$ cat src/rtl/bnn_img_pkg.sv
// Shared definitions for the BNN image front end: image geometry, kernel
// size, coordinate/patch types and the patch reader state encoding.
package bnn_img_pkg;

    localparam int IMG_WIDTH   = 30;
    localparam int IMG_HEIGHT  = 30;
    localparam int TOTAL_BITS  = 904;
    localparam int KERNEL_SIZE = 3;

    typedef logic [4:0] coord_t;
    typedef logic [8:0] patch_t;

    typedef enum logic [1:0] {
        ST_IDLE   = 2'd0,
        ST_STREAM = 2'd1,
        ST_DONE   = 2'd2
    } state_t;

endpackage

$ cat src/rtl/patch_extract.sv
// Combinational 3x3 window extraction from the flattened image.
// Output bit k*3+j holds pixel (row-1+k, col-1+j). Any pixel that falls
// outside the image reads as 0; that case is only reachable when the reader
// walks the border positions (PATCH_ZERO_PAD_EN builds).
module patch_extract #(
    parameter int IMG_WIDTH  = 30,
    parameter int IMG_HEIGHT = 30,
    parameter int TOTAL_BITS = 904
) (
    input  logic [TOTAL_BITS-1:0] i_img,
    input  logic [4:0]            i_row,
    input  logic [4:0]            i_col,
    output logic [8:0]            o_patch
);
    import bnn_img_pkg::*;

    localparam int IDX_W = $clog2(TOTAL_BITS);

    // Fetch one pixel, returning 0 for coordinates outside the image.
    function automatic logic pixel_at(input logic [TOTAL_BITS-1:0] img,
                                      input int r,
                                      input int c);
        logic [IDX_W-1:0] idx;
        logic             bit_v;
        if ((r < 0) || (r >= IMG_HEIGHT) || (c < 0) || (c >= IMG_WIDTH)) begin
            idx   = '0;
            bit_v = 1'b0;
        end else begin
            idx   = IDX_W'(r * IMG_WIDTH + c);
            bit_v = img[idx];
        end
        return bit_v;
    endfunction

    for (genvar k = 0; k < KERNEL_SIZE; k++) begin : g_krow
        for (genvar j = 0; j < KERNEL_SIZE; j++) begin : g_kcol
            assign o_patch[k*KERNEL_SIZE + j] =
                pixel_at(i_img, int'(i_row) + k - 32'sd1, int'(i_col) + j - 32'sd1);
        end
    end

endmodule

$ cat src/rtl/image_patch_reader.sv
// Streams the buffered binary image to the first conv layer as 3x3 patches,
// one per valid/ready handshake, in row-major order of the centre pixel.
// Build option: PATCH_ZERO_PAD_EN widens the centre range to the full image
// (border pixels outside the image read as 0); otherwise only positions whose
// whole window lies inside the image are produced.
module image_patch_reader #(
    parameter int IMG_WIDTH  = 30,
    parameter int IMG_HEIGHT = 30,
    parameter int TOTAL_BITS = 904
) (
    input  logic                  clk,
    input  logic                  rst_n,
    input  logic                  start,
    input  logic                  abort,
    input  logic                  img_valid,
    input  logic [TOTAL_BITS-1:0] img_in,
    output logic                  patch_valid,
    input  logic                  patch_ready,
    output logic [8:0]            patch_data,
    output logic [4:0]            patch_row,
    output logic [4:0]            patch_col,
    output logic                  patch_last,
    output logic                  busy,
    output logic                  done
);
    import bnn_img_pkg::*;

`ifdef PATCH_ZERO_PAD_EN
    localparam int FIRST_POS = 0;
    localparam int LAST_ROW  = IMG_HEIGHT - 1;
    localparam int LAST_COL  = IMG_WIDTH - 1;
`else
    localparam int FIRST_POS = 1;
    localparam int LAST_ROW  = IMG_HEIGHT - 2;
    localparam int LAST_COL  = IMG_WIDTH - 2;
`endif

    localparam coord_t C_FIRST    = coord_t'(FIRST_POS);
    localparam coord_t C_LAST_ROW = coord_t'(LAST_ROW);
    localparam coord_t C_LAST_COL = coord_t'(LAST_COL);

    state_t r_state;
    state_t w_state_nxt;

    logic   r_patch_valid;
    patch_t r_patch_data;
    coord_t r_patch_row;
    coord_t r_patch_col;
    logic   r_patch_last;
    logic   r_busy;
    logic   r_done;

    logic   w_hs;
    logic   w_load_first;
    logic   w_advance;
    logic   w_finish;
    logic   w_busy_nxt;
    logic   w_done_nxt;
    coord_t w_next_row;
    coord_t w_next_col;
    coord_t w_ext_row;
    coord_t w_ext_col;
    logic   w_ext_is_last;
    patch_t w_patch;

    assign w_hs = r_patch_valid & patch_ready;

    // Raster step from the patch currently presented to the following one.
    always_comb begin
        w_next_row = r_patch_row;
        w_next_col = r_patch_col;
        if (r_patch_col == C_LAST_COL) begin
            w_next_col = C_FIRST;
            w_next_row = r_patch_row + 5'd1;
        end else begin
            w_next_col = r_patch_col + 5'd1;
            w_next_row = r_patch_row;
        end
    end

    // Window position fed to the extractor: first position while waiting to
    // start, otherwise the position that follows the current patch.
    always_comb begin
        w_ext_row = C_FIRST;
        w_ext_col = C_FIRST;
        if (r_state == ST_STREAM) begin
            w_ext_row = w_next_row;
            w_ext_col = w_next_col;
        end else begin
            w_ext_row = C_FIRST;
            w_ext_col = C_FIRST;
        end
        w_ext_is_last = (w_ext_row == C_LAST_ROW) && (w_ext_col == C_LAST_COL);
    end

    patch_extract #(
        .IMG_WIDTH  (IMG_WIDTH),
        .IMG_HEIGHT (IMG_HEIGHT),
        .TOTAL_BITS (TOTAL_BITS)
    ) u_extract (
        .i_img   (img_in),
        .i_row   (w_ext_row),
        .i_col   (w_ext_col),
        .o_patch (w_patch)
    );

    // FSM state register.
    always_ff @(posedge clk or negedge rst_n) begin
        if (!rst_n) begin
            r_state <= ST_IDLE;
        end else begin
            r_state <= w_state_nxt;
        end
    end

    // FSM next state; abort overrides every other condition.
    always_comb begin
        w_state_nxt = r_state;
        if (abort) begin
            w_state_nxt = ST_IDLE;
        end else begin
            case (r_state)
                ST_IDLE: begin
                    if (start && img_valid) begin
                        w_state_nxt = ST_STREAM;
                    end else begin
                        w_state_nxt = ST_IDLE;
                    end
                end
                ST_STREAM: begin
                    if (w_hs && r_patch_last) begin
                        w_state_nxt = ST_DONE;
                    end else begin
                        w_state_nxt = ST_STREAM;
                    end
                end
                ST_DONE: w_state_nxt = ST_IDLE;
                default: w_state_nxt = ST_IDLE;
            endcase
        end
    end

    // FSM outputs: datapath load strobes and next values of the status flags.
    always_comb begin
        w_load_first = 1'b0;
        w_advance    = 1'b0;
        w_finish     = 1'b0;
        case (r_state)
            ST_IDLE: begin
                w_load_first = start & img_valid & ~abort;
            end
            ST_STREAM: begin
                w_advance = w_hs & ~r_patch_last & ~abort;
                w_finish  = w_hs &  r_patch_last & ~abort;
            end
            ST_DONE: begin
                w_load_first = 1'b0;
            end
            default: begin
                w_load_first = 1'b0;
            end
        endcase
        w_busy_nxt = (w_state_nxt == ST_STREAM);
        w_done_nxt = (w_state_nxt == ST_DONE);
    end

    // Registered busy/done status; done is high exactly for the DONE cycle.
    always_ff @(posedge clk or negedge rst_n) begin
        if (!rst_n) begin
            r_busy <= 1'b0;
            r_done <= 1'b0;
        end else begin
            r_busy <= w_busy_nxt;
            r_done <= w_done_nxt;
        end
    end

    // Patch output registers: load on start or accepted handshake, hold while
    // stalled, clear on abort or after the final patch is taken.
    always_ff @(posedge clk or negedge rst_n) begin
        if (!rst_n) begin
            r_patch_valid <= 1'b0;
            r_patch_data  <= 9'd0;
            r_patch_row   <= 5'd0;
            r_patch_col   <= 5'd0;
            r_patch_last  <= 1'b0;
        end else if (abort || w_finish) begin
            r_patch_valid <= 1'b0;
            r_patch_data  <= 9'd0;
            r_patch_row   <= 5'd0;
            r_patch_col   <= 5'd0;
            r_patch_last  <= 1'b0;
        end else if (w_load_first || w_advance) begin
            r_patch_valid <= 1'b1;
            r_patch_data  <= w_patch;
            r_patch_row   <= w_ext_row;
            r_patch_col   <= w_ext_col;
            r_patch_last  <= w_ext_is_last;
        end else begin
            r_patch_valid <= r_patch_valid;
            r_patch_data  <= r_patch_data;
            r_patch_row   <= r_patch_row;
            r_patch_col   <= r_patch_col;
            r_patch_last  <= r_patch_last;
        end
    end

    assign patch_valid = r_patch_valid;
    assign patch_data  = r_patch_data;
    assign patch_row   = r_patch_row;
    assign patch_col   = r_patch_col;
    assign patch_last  = r_patch_last;
    assign busy        = r_busy;
    assign done        = r_done;

endmodule

$ cat config.mk
export PLATFORM = sky130hd
export DESIGN_NAME = image_patch_reader
export DESIGN_NICKNAME = d
export VERILOG_FILES = /design/src/rtl/bnn_img_pkg.sv /design/src/rtl/patch_extract.sv /design/src/rtl/image_patch_reader.sv
export SDC_FILE = /design/constraint.sdc
export NUM_CORES = 2
export LEC_CHECK = 0
export CAP_MARGIN = 20
export CORE_MARGIN = 2
export CORE_UTILIZATION = 35
export CTS_BUF_LIST = sky130_fd_sc_hd__clkbuf_8
export DETAILED_ROUTE_END_ITERATION = 7
export PLACE_DENSITY = 0.65
export SETUP_SLACK_MARGIN = 0.15
export SKIP_CTS_REPAIR_TIMING = 1
export SLEW_MARGIN = 20
export SYNTH_ARGS = -nofsm -noshare
export SYNTH_HDL_FRONTEND = slang
export SYNTH_SLANG_ARGS = --single-unit
export TNS_END_PERCENT = 10
$ cat constraint.sdc
create_clock -name clk -period 8.2 [get_ports clk]
set_clock_uncertainty 0.2 [all_clocks]
set_input_delay 0.82 -clock clk [delete_from_list [all_inputs] [get_ports clk]]
set_output_delay 0.82 -clock clk [all_outputs]
set_load 0.03 [all_outputs]
# == Word level (Yosys, flattened, before mapping) ==
# Cells that the tools add are included.
# classes
add_sub_neg,21
mul,3
magnitude_cmp,21
eq_ne,6
muxes,48
n_bitwise,9
reduce_logical,28
# ops
op,count
"less-than comparator 10 x 11 -> 1 bit, second input constant",9
">= comparator 32 x 6 -> 1 bit, second input constant",3
"less-than comparator 32 x 1 -> 1 bit, second input constant",3
binary-select mux 1 bit (select 10 bit),9
"multiplier 32 x 5 -> 9 bit, second input constant",2
"subtractor 32 x 2 -> 32 bit, second input constant",2
2-to-1 mux 5 bit,8
adder 10 bit,3
adder 10 x 6 -> 10 bit,3
adder 10 x 7 -> 10 bit,3
2-to-1 mux 1 bit,26
logical OR 1 bit,23
2-to-1 mux 9 bit,2
"equality test 5 bit, second input constant",3
"subtractor 6 x 1 -> 7 bit, second input constant",2
"adder 5 x 1 -> 6 bit, second input constant",2
"adder 5 x 2 -> 6 bit, second input constant",2
">= comparator 6 bit, second input constant",2
"less-than comparator 6 x 1 -> 1 bit, second input constant",2
"subtractor 5 x 1 -> 6 bit, second input constant",2
"adder 5 x 1 -> 5 bit, second input constant",2
"multiplier 6 x 5 -> 9 bit, second input constant",1
bitwise AND 1 bit,7
">= comparator 7 x 6 -> 1 bit, second input constant",1
other kinds (9),14
# word_totals
regBits,25
inputBits,910
out_inout_bits,23
wordCells,144

# == Longest topological paths before layout ==
# depth
depth_word,12
mapped_depth,34
mapped_depth_nobuf,31

# == By module ==
# Synthesis repeated with hierarchy kept, for this count alone.
# unflattened
hier_cells,4672
area_unflattened_um2,57388.8
# by_module_without_submodules
mod,n_inst,cells_per_inst,area_each_um2,seq_area_each_um2
patch_extract,1,4555,56112.6,0.0
image_patch_reader,1,117,1276.2,625.6

# == Least setup slack after synthesis ==
# No wires, ideal clock.
# synth_timing
path_type,reg-to-reg
startpoint,register r_patch_col[0] (netlist: patch_col[0])
endpoint,register r_patch_data[3] (netlist: patch_data[3])
setup_ns,0.083
arrival_ns,7.527
required_ns,7.917
path_slack_ns,0.390
path_stages_with_launch,34
n_path_buf,4
synth_period_minus_slack_ns,7.810
cell_sequence,dfrtp_1 -> inv_1 -> ha_1 -> and4_4 -> buf_2 -> a21boi_0 -> o21ai_1 -> inv_1 -> clkbuf_1 -> ha_1 -> clkbuf_1 -> o21ai_0 -> xnor2_1 -> nor3_1 -> a32o_1 -> xnor2_1 -> fa_1 -> inv_1 -> fa_1 -> inv_1 -> ha_1 -> inv_1 -> xnor2_1 -> clkinv_1 -> ha_1 -> o21ai_0 -> o21ba_2 -> xnor2_1 -> clkbuf_1 -> o31ai_1 -> o221ai_1 -> a21oi_1 -> o31a_1 -> o21ai_0
# synth_between
elab_chain_cells,12
word_cells_on_any_way,23
classes_between,5 x add/sub; 1 x mul; 4 x order compare; 1 x eq/ne; 9 x mux; 3 x reduce/logical
# synth_lines
item,line,rtl
from (decl),image_patch_reader.sv:48,coord_t r_patch_col;
from (signal assigned),image_patch_reader.sv:197,r_patch_col <= w_ext_col;
from (signal assigned),image_patch_reader.sv:203,r_patch_col <= r_patch_col;
equality test 5 bit,image_patch_reader.sv:72,if (r_patch_col == C_LAST_COL) begin
2-to-1 mux 5 bit,image_patch_reader.sv:72,
2-to-1 mux 5 bit,image_patch_reader.sv:86,if (r_state == ST_STREAM) begin
adder 5 x 1 -> 6 bit,patch_extract.sv:38,"pixel_at(i_img, int'(i_row) + k - 32'sd1, int'(i_col) + j - 32'sd1);"
subtractor 32 x 2 -> 32 bit,patch_extract.sv:38,
"multiplier 32 x 5 -> 9 bit, or another cell as far along",patch_extract.sv:29,idx = IDX_W'(r * IMG_WIDTH + c);
adder 10 x 6 -> 10 bit / logical OR 1 bit (equally long branches),"patch_extract.sv:29, patch_extract.sv:25",
binary-select mux 1 bit (select 10 bit) / logical OR 1 bit (equally long branches),"patch_extract.sv:30, patch_extract.sv:25",
2-to-1 mux 1 bit (not written as such) / logical OR 1 bit (equally long branches),"patch_extract.sv:30, patch_extract.sv:25",
2-to-1 mux 1 bit *,patch_extract.sv:25,if ((r < 0) || (r >= IMG_HEIGHT) || (c < 0) || (c >= IMG_WIDTH)) begin
2-to-1 mux 9 bit *,image_patch_reader.sv:193,end else if (w_load_first || w_advance) begin
2-to-1 mux 9 bit *,image_patch_reader.sv:187,end else if (abort || w_finish) begin
to (signal assigned),image_patch_reader.sv:195,r_patch_data <= w_patch;
to (signal assigned),image_patch_reader.sv:201,r_patch_data <= r_patch_data;
to (decl),image_patch_reader.sv:46,patch_t r_patch_data;
# Mark *: on every way between the ends. The rest lies on a longest branch, timed or not. The select of a mux whose other input is x is not followed.
# A chain may end at the register's enable or synchronous reset.

# == Worst setup path in the final report ==
# layout_timing
startpoint,register r_patch_col[1] (netlist: patch_col[1])
endpoint,register r_patch_data[0] (netlist: patch_data[0])
# layout_between
elab_chain_cells,11
word_cells_on_any_way,22
classes_between,4 x add/sub; 1 x mul; 4 x order compare; 1 x eq/ne; 9 x mux; 3 x reduce/logical
# layout_lines
item,line
equality test 5 bit,image_patch_reader.sv:72
2-to-1 mux 5 bit,image_patch_reader.sv:72
2-to-1 mux 5 bit,image_patch_reader.sv:86
subtractor 5 x 1 -> 6 bit,patch_extract.sv:38
"multiplier 6 x 5 -> 9 bit, or another cell as far along",patch_extract.sv:29
adder 10 x 6 -> 10 bit / logical OR 1 bit (equally long branches),"patch_extract.sv:29, patch_extract.sv:25"
binary-select mux 1 bit (select 10 bit) / logical OR 1 bit (equally long branches),"patch_extract.sv:30, patch_extract.sv:25"
2-to-1 mux 1 bit (not written as such) / logical OR 1 bit (equally long branches),"patch_extract.sv:30, patch_extract.sv:25"
2-to-1 mux 1 bit *,patch_extract.sv:25
2-to-1 mux 9 bit *,image_patch_reader.sv:193
2-to-1 mux 9 bit *,image_patch_reader.sv:187
# Marks and branches as above.

==> flow_summary.json <==
{
  "synth_top_area_share_pct": 38.62,
  "path_class": "flop to flop",
  "final_hold_viol_count": 0,
  "cts_buffer_depth": 2,
  "drtIter0Drc": 13080,
  "dr_total_vias": 72910,
  "cp_common_cell": "ha_1",
  "gr-total-overflow": 0,
  "finalSetupViolations": 0,
  "switching_share_pct": 64.67,
  "core_mm2": 0.1622,
  "worst_pin_slew_ns": 1.409,
  "rrSetupSlack_ns": 0.32,
  "path_depth": 29,
  "clkPwrFrac_pct": 1.4,
  "synth-async-reset-ratio_pct": 100.0,
  "seq_power_share_pct": 1.6,
  "crit_path_end": "patch_data[0]",
  "finalWirelength_mm": 490.9,
  "clock-sinks": 25,
  "avgSynthCellArea_um2": 9.284,
  "grt_pass1_wl_mm": 641.6,
  "cp_top_family": "adder cells",
  "routed_via_density": 7.903,
  "root_buffer": "clkbuf_8",
  "cts_buffers": 3,
  "rsz0062_at_grt": "yes",
  "io_pins": 933,
  "peakVddDrop_uv": 105.3,
  "antenna_found_initial": 116,
  "drv_slew": 0,
  "drv_cap": 0,
  "synth_edf_count": 0,
  "place_congestion": 1.205,
  "die_w_um": 407.3,
  "slew_headroom_pct": 3.351,
  "synth.largest_area_cell": "mux4_2",
  "place_inst": 9132,
  "crit_arrival_ns": 8.04,
  "cp-end-kind": "flop",
  "critPathMaxFanout": 9,
  "fp.dieH_um": 407.3,
  "max_clock_freq_mhz": 126.9,
  "tns_ns": 0,
  "crit_path_start_kind": "flop",
  "syn_inst": 6131,
  "power.density_mw_per_mm2": 135.3,
  "n_fill_cell": 15860,
  "status": "completed",
  "syn_nets": 7175,
  "yosysMostFrequentCell": "nand2_1",
  "io_buffers": 932,
  "crit_buf_inv": 6,
  "dr.pass1.iters": 8,
  "crit_slowest_cell": "xnor2_1",
  "synth_seq_cells": 25,
  "ant_nets": 0,
  "tritoncts": "built",
  "nets": 8007,
  "yosysWarningCount": 0,
  "drive_gt1_share_pct": 23.81,
  "holdCritPathClass": "primary input to async pin",
  "p_leak_uw": 0.02891,
  "insertion_delay_ns": 0.45,
  "final_cells": 9225,
  "synthDistinctLibCells": 105,
  "crit_required_ns": 8.36,
  "post-route-period-util_pct": 96.12,
  "cts_max_level": 1,
  "num_rows": 148,
  "crit_path_max_incr_delay_ns": 0.52,
  "rr_worst_depth": 29,
  "grt_pass1_vias": 67750,
  "start_util_pct": 35.09,
  "r2r_end": "patch_data[0]",
  "intPower_uw": 3416,
  "syn_to_final_growth_pct": 25.57,
  "wl_per_cell_um": 53.22,
  "synth_area_leaders": "mux4_2 (39%), mux2i_1 (18%), nand2_1 (7.2%), nand3_1 (3.0%), ha_1 (2.2%)",
  "ys_seq_area_share_pct": 1.099,
  "drc": 0,
  "pwr-share-comb_pct": 97.0,
  "path_clk_slew_ns": 0.24,
  "layout_min_cycle_time_ns": 7.882,
  "die-area_mm2": 0.1659,
  "crit_path_start": "patch_col[1]",
  "grt_use_total_pct": 56.95,
  "hpwl_mm": 395.8,
  "synth-main-ff-cell": "dfrtp_1",
  "power.total_uw": 9671,
  "rr_startpoint": "patch_col[1]",
  "synth.cell_area_mm2": 0.05692,
  "power_switching_uw": 6254,
  "synthTopCellsByCount": "nand2_1 (1095), mux2i_1 (1017), mux4_2 (976)",
  "grt_max_degree": 133
}
==> logic make-up after synthesis <==
logic type | Yosys count | share of synthesized area (%)
simple gates | 2016 | 15.99
flops | 25 | 1.099
mux | 2024 | 57.14
buf+inv | 721 | 6.260
fa+ha+maj | 134 | 3.394
compound gates | 1072 | 13.87
xor+xnor | 139 | 2.238
==> power by group through the flow <==
stage	Combinational [uW]	Sequential, uW	Clock [uW]
floorplan	4000	159	0
global placement	8660	153	0
detailed placement	8680	153	0
CTS	8710	151	131
global route	9170	151	136
finish	9380	153	136
==> registers in the layout (all words and copies together) (netlist names) <==
| signal | flops |
|---|---|
| done | 1 |
| patch_data | 9 |
| patch_last | 1 |
| r_state | 2 |
| busy | 1 |
| patch_valid | 1 |
| patch_col | 5 |
| patch_row | 5 |
==> layout by cell type, fill, tap and decap left out, types with 17 or more instances in the layout <==
| cell type | n |
|---|---|
| mux4_2 | 976 |
| o2111ai_1 | 39 |
| nand4_1 | 66 |
| nand2_1 | 1095 |
| nor2_1 | 143 |
| o221ai_1 | 18 |
| a211oi_1 | 70 |
| a211o_1 | 17 |
| inv_1 | 90 |
| nand2b_1 | 40 |
| dfrtp_1 | 25 |
| fa_1 | 28 |
| buf_12 | 62 |
| mux2i_1 | 1010 |
| xnor2_2 | 22 |
| o211ai_1 | 56 |
| a2111oi_0 | 26 |
| o21ai_0 | 113 |
| a32oi_1 | 58 |
| a311oi_1 | 79 |
| o22ai_1 | 80 |
| xor2_1 | 29 |
| nor3_1 | 72 |
| a22oi_1 | 56 |
| a311o_1 | 23 |
| buf_4 | 449 |
| and3_1 | 91 |
| ha_1 | 97 |
| mux2_2 | 28 |
| clkdlybuf4s50_1 | 931 |
| nor2b_1 | 28 |
| diode_2 | 88 |
| a21o_1 | 27 |
| nor4_1 | 30 |
| a31oi_1 | 69 |
| nand3_1 | 343 |
| a21oi_1 | 129 |
| xnor2_1 | 68 |
==> worst min path at each step <==
| stage | start | to | slack [ns] | cells after the start |
|---|---|---|---|---|
| after floorplan | r_state[1] | busy | 0.31 | 2 |
| after global placement | patch_data[8] | patch_data[8] | 0.32 | 1 |
| after detailed placement | patch_data[8] | patch_data[8] | 0.32 | 1 |
| after CTS | rst_n | patch_row[3] | 0.32 | 1 |
| after global routing | rst_n | patch_row[3] | 0.34 | 1 |
| final | rst_n | patch_row[3] | 0.30 | 1 |
==> stage by stage <==
stage               hold WS [ns]  utilization [%]  setup slack (ns)  area [um2]
floorplan                 0.3127                -            0.3902       56920
global placement          0.3192            43.80            0.3560       71050
detailed placement        0.3238            43.84            0.3663       71110
CTS                       0.3155            43.87            0.3488       71160
global route              0.3420            43.99           0.04337       71370
finish                    0.3010            44.06            0.3184       71480
==> metal layers <==
metal | up-vias | wire [um] | GRT usage [%]
li1 | 26640 | - | -
met1 | 36040 | 159600 | 62.69
met2 | 7828 | 197800 | 80.96
met3 | 2345 | 65840 | 22.13
met4 | 50 | 67080 | 59.88
met5 | - | 565 | 0.6897
==> final cells by class <==
type / count / area, um2 / share of cell area (%)
multi-input cells: 5385 / 53470 / 74.80
flip-flops and latches: 25 / 625.6 / 0.8752
well taps: 2175 / 2721 / 3.807
clock buffers: 3 / 41.29 / 0.05776
clock inverters: 1 / 7.507 / 0.01050
repair buffers: 1445 / 13970 / 19.55
inverters: 103 / 421.7 / 0.5899
diodes: 88 / 220.2 / 0.3081
No activity file was read; power rests on OpenSTA's default activity.
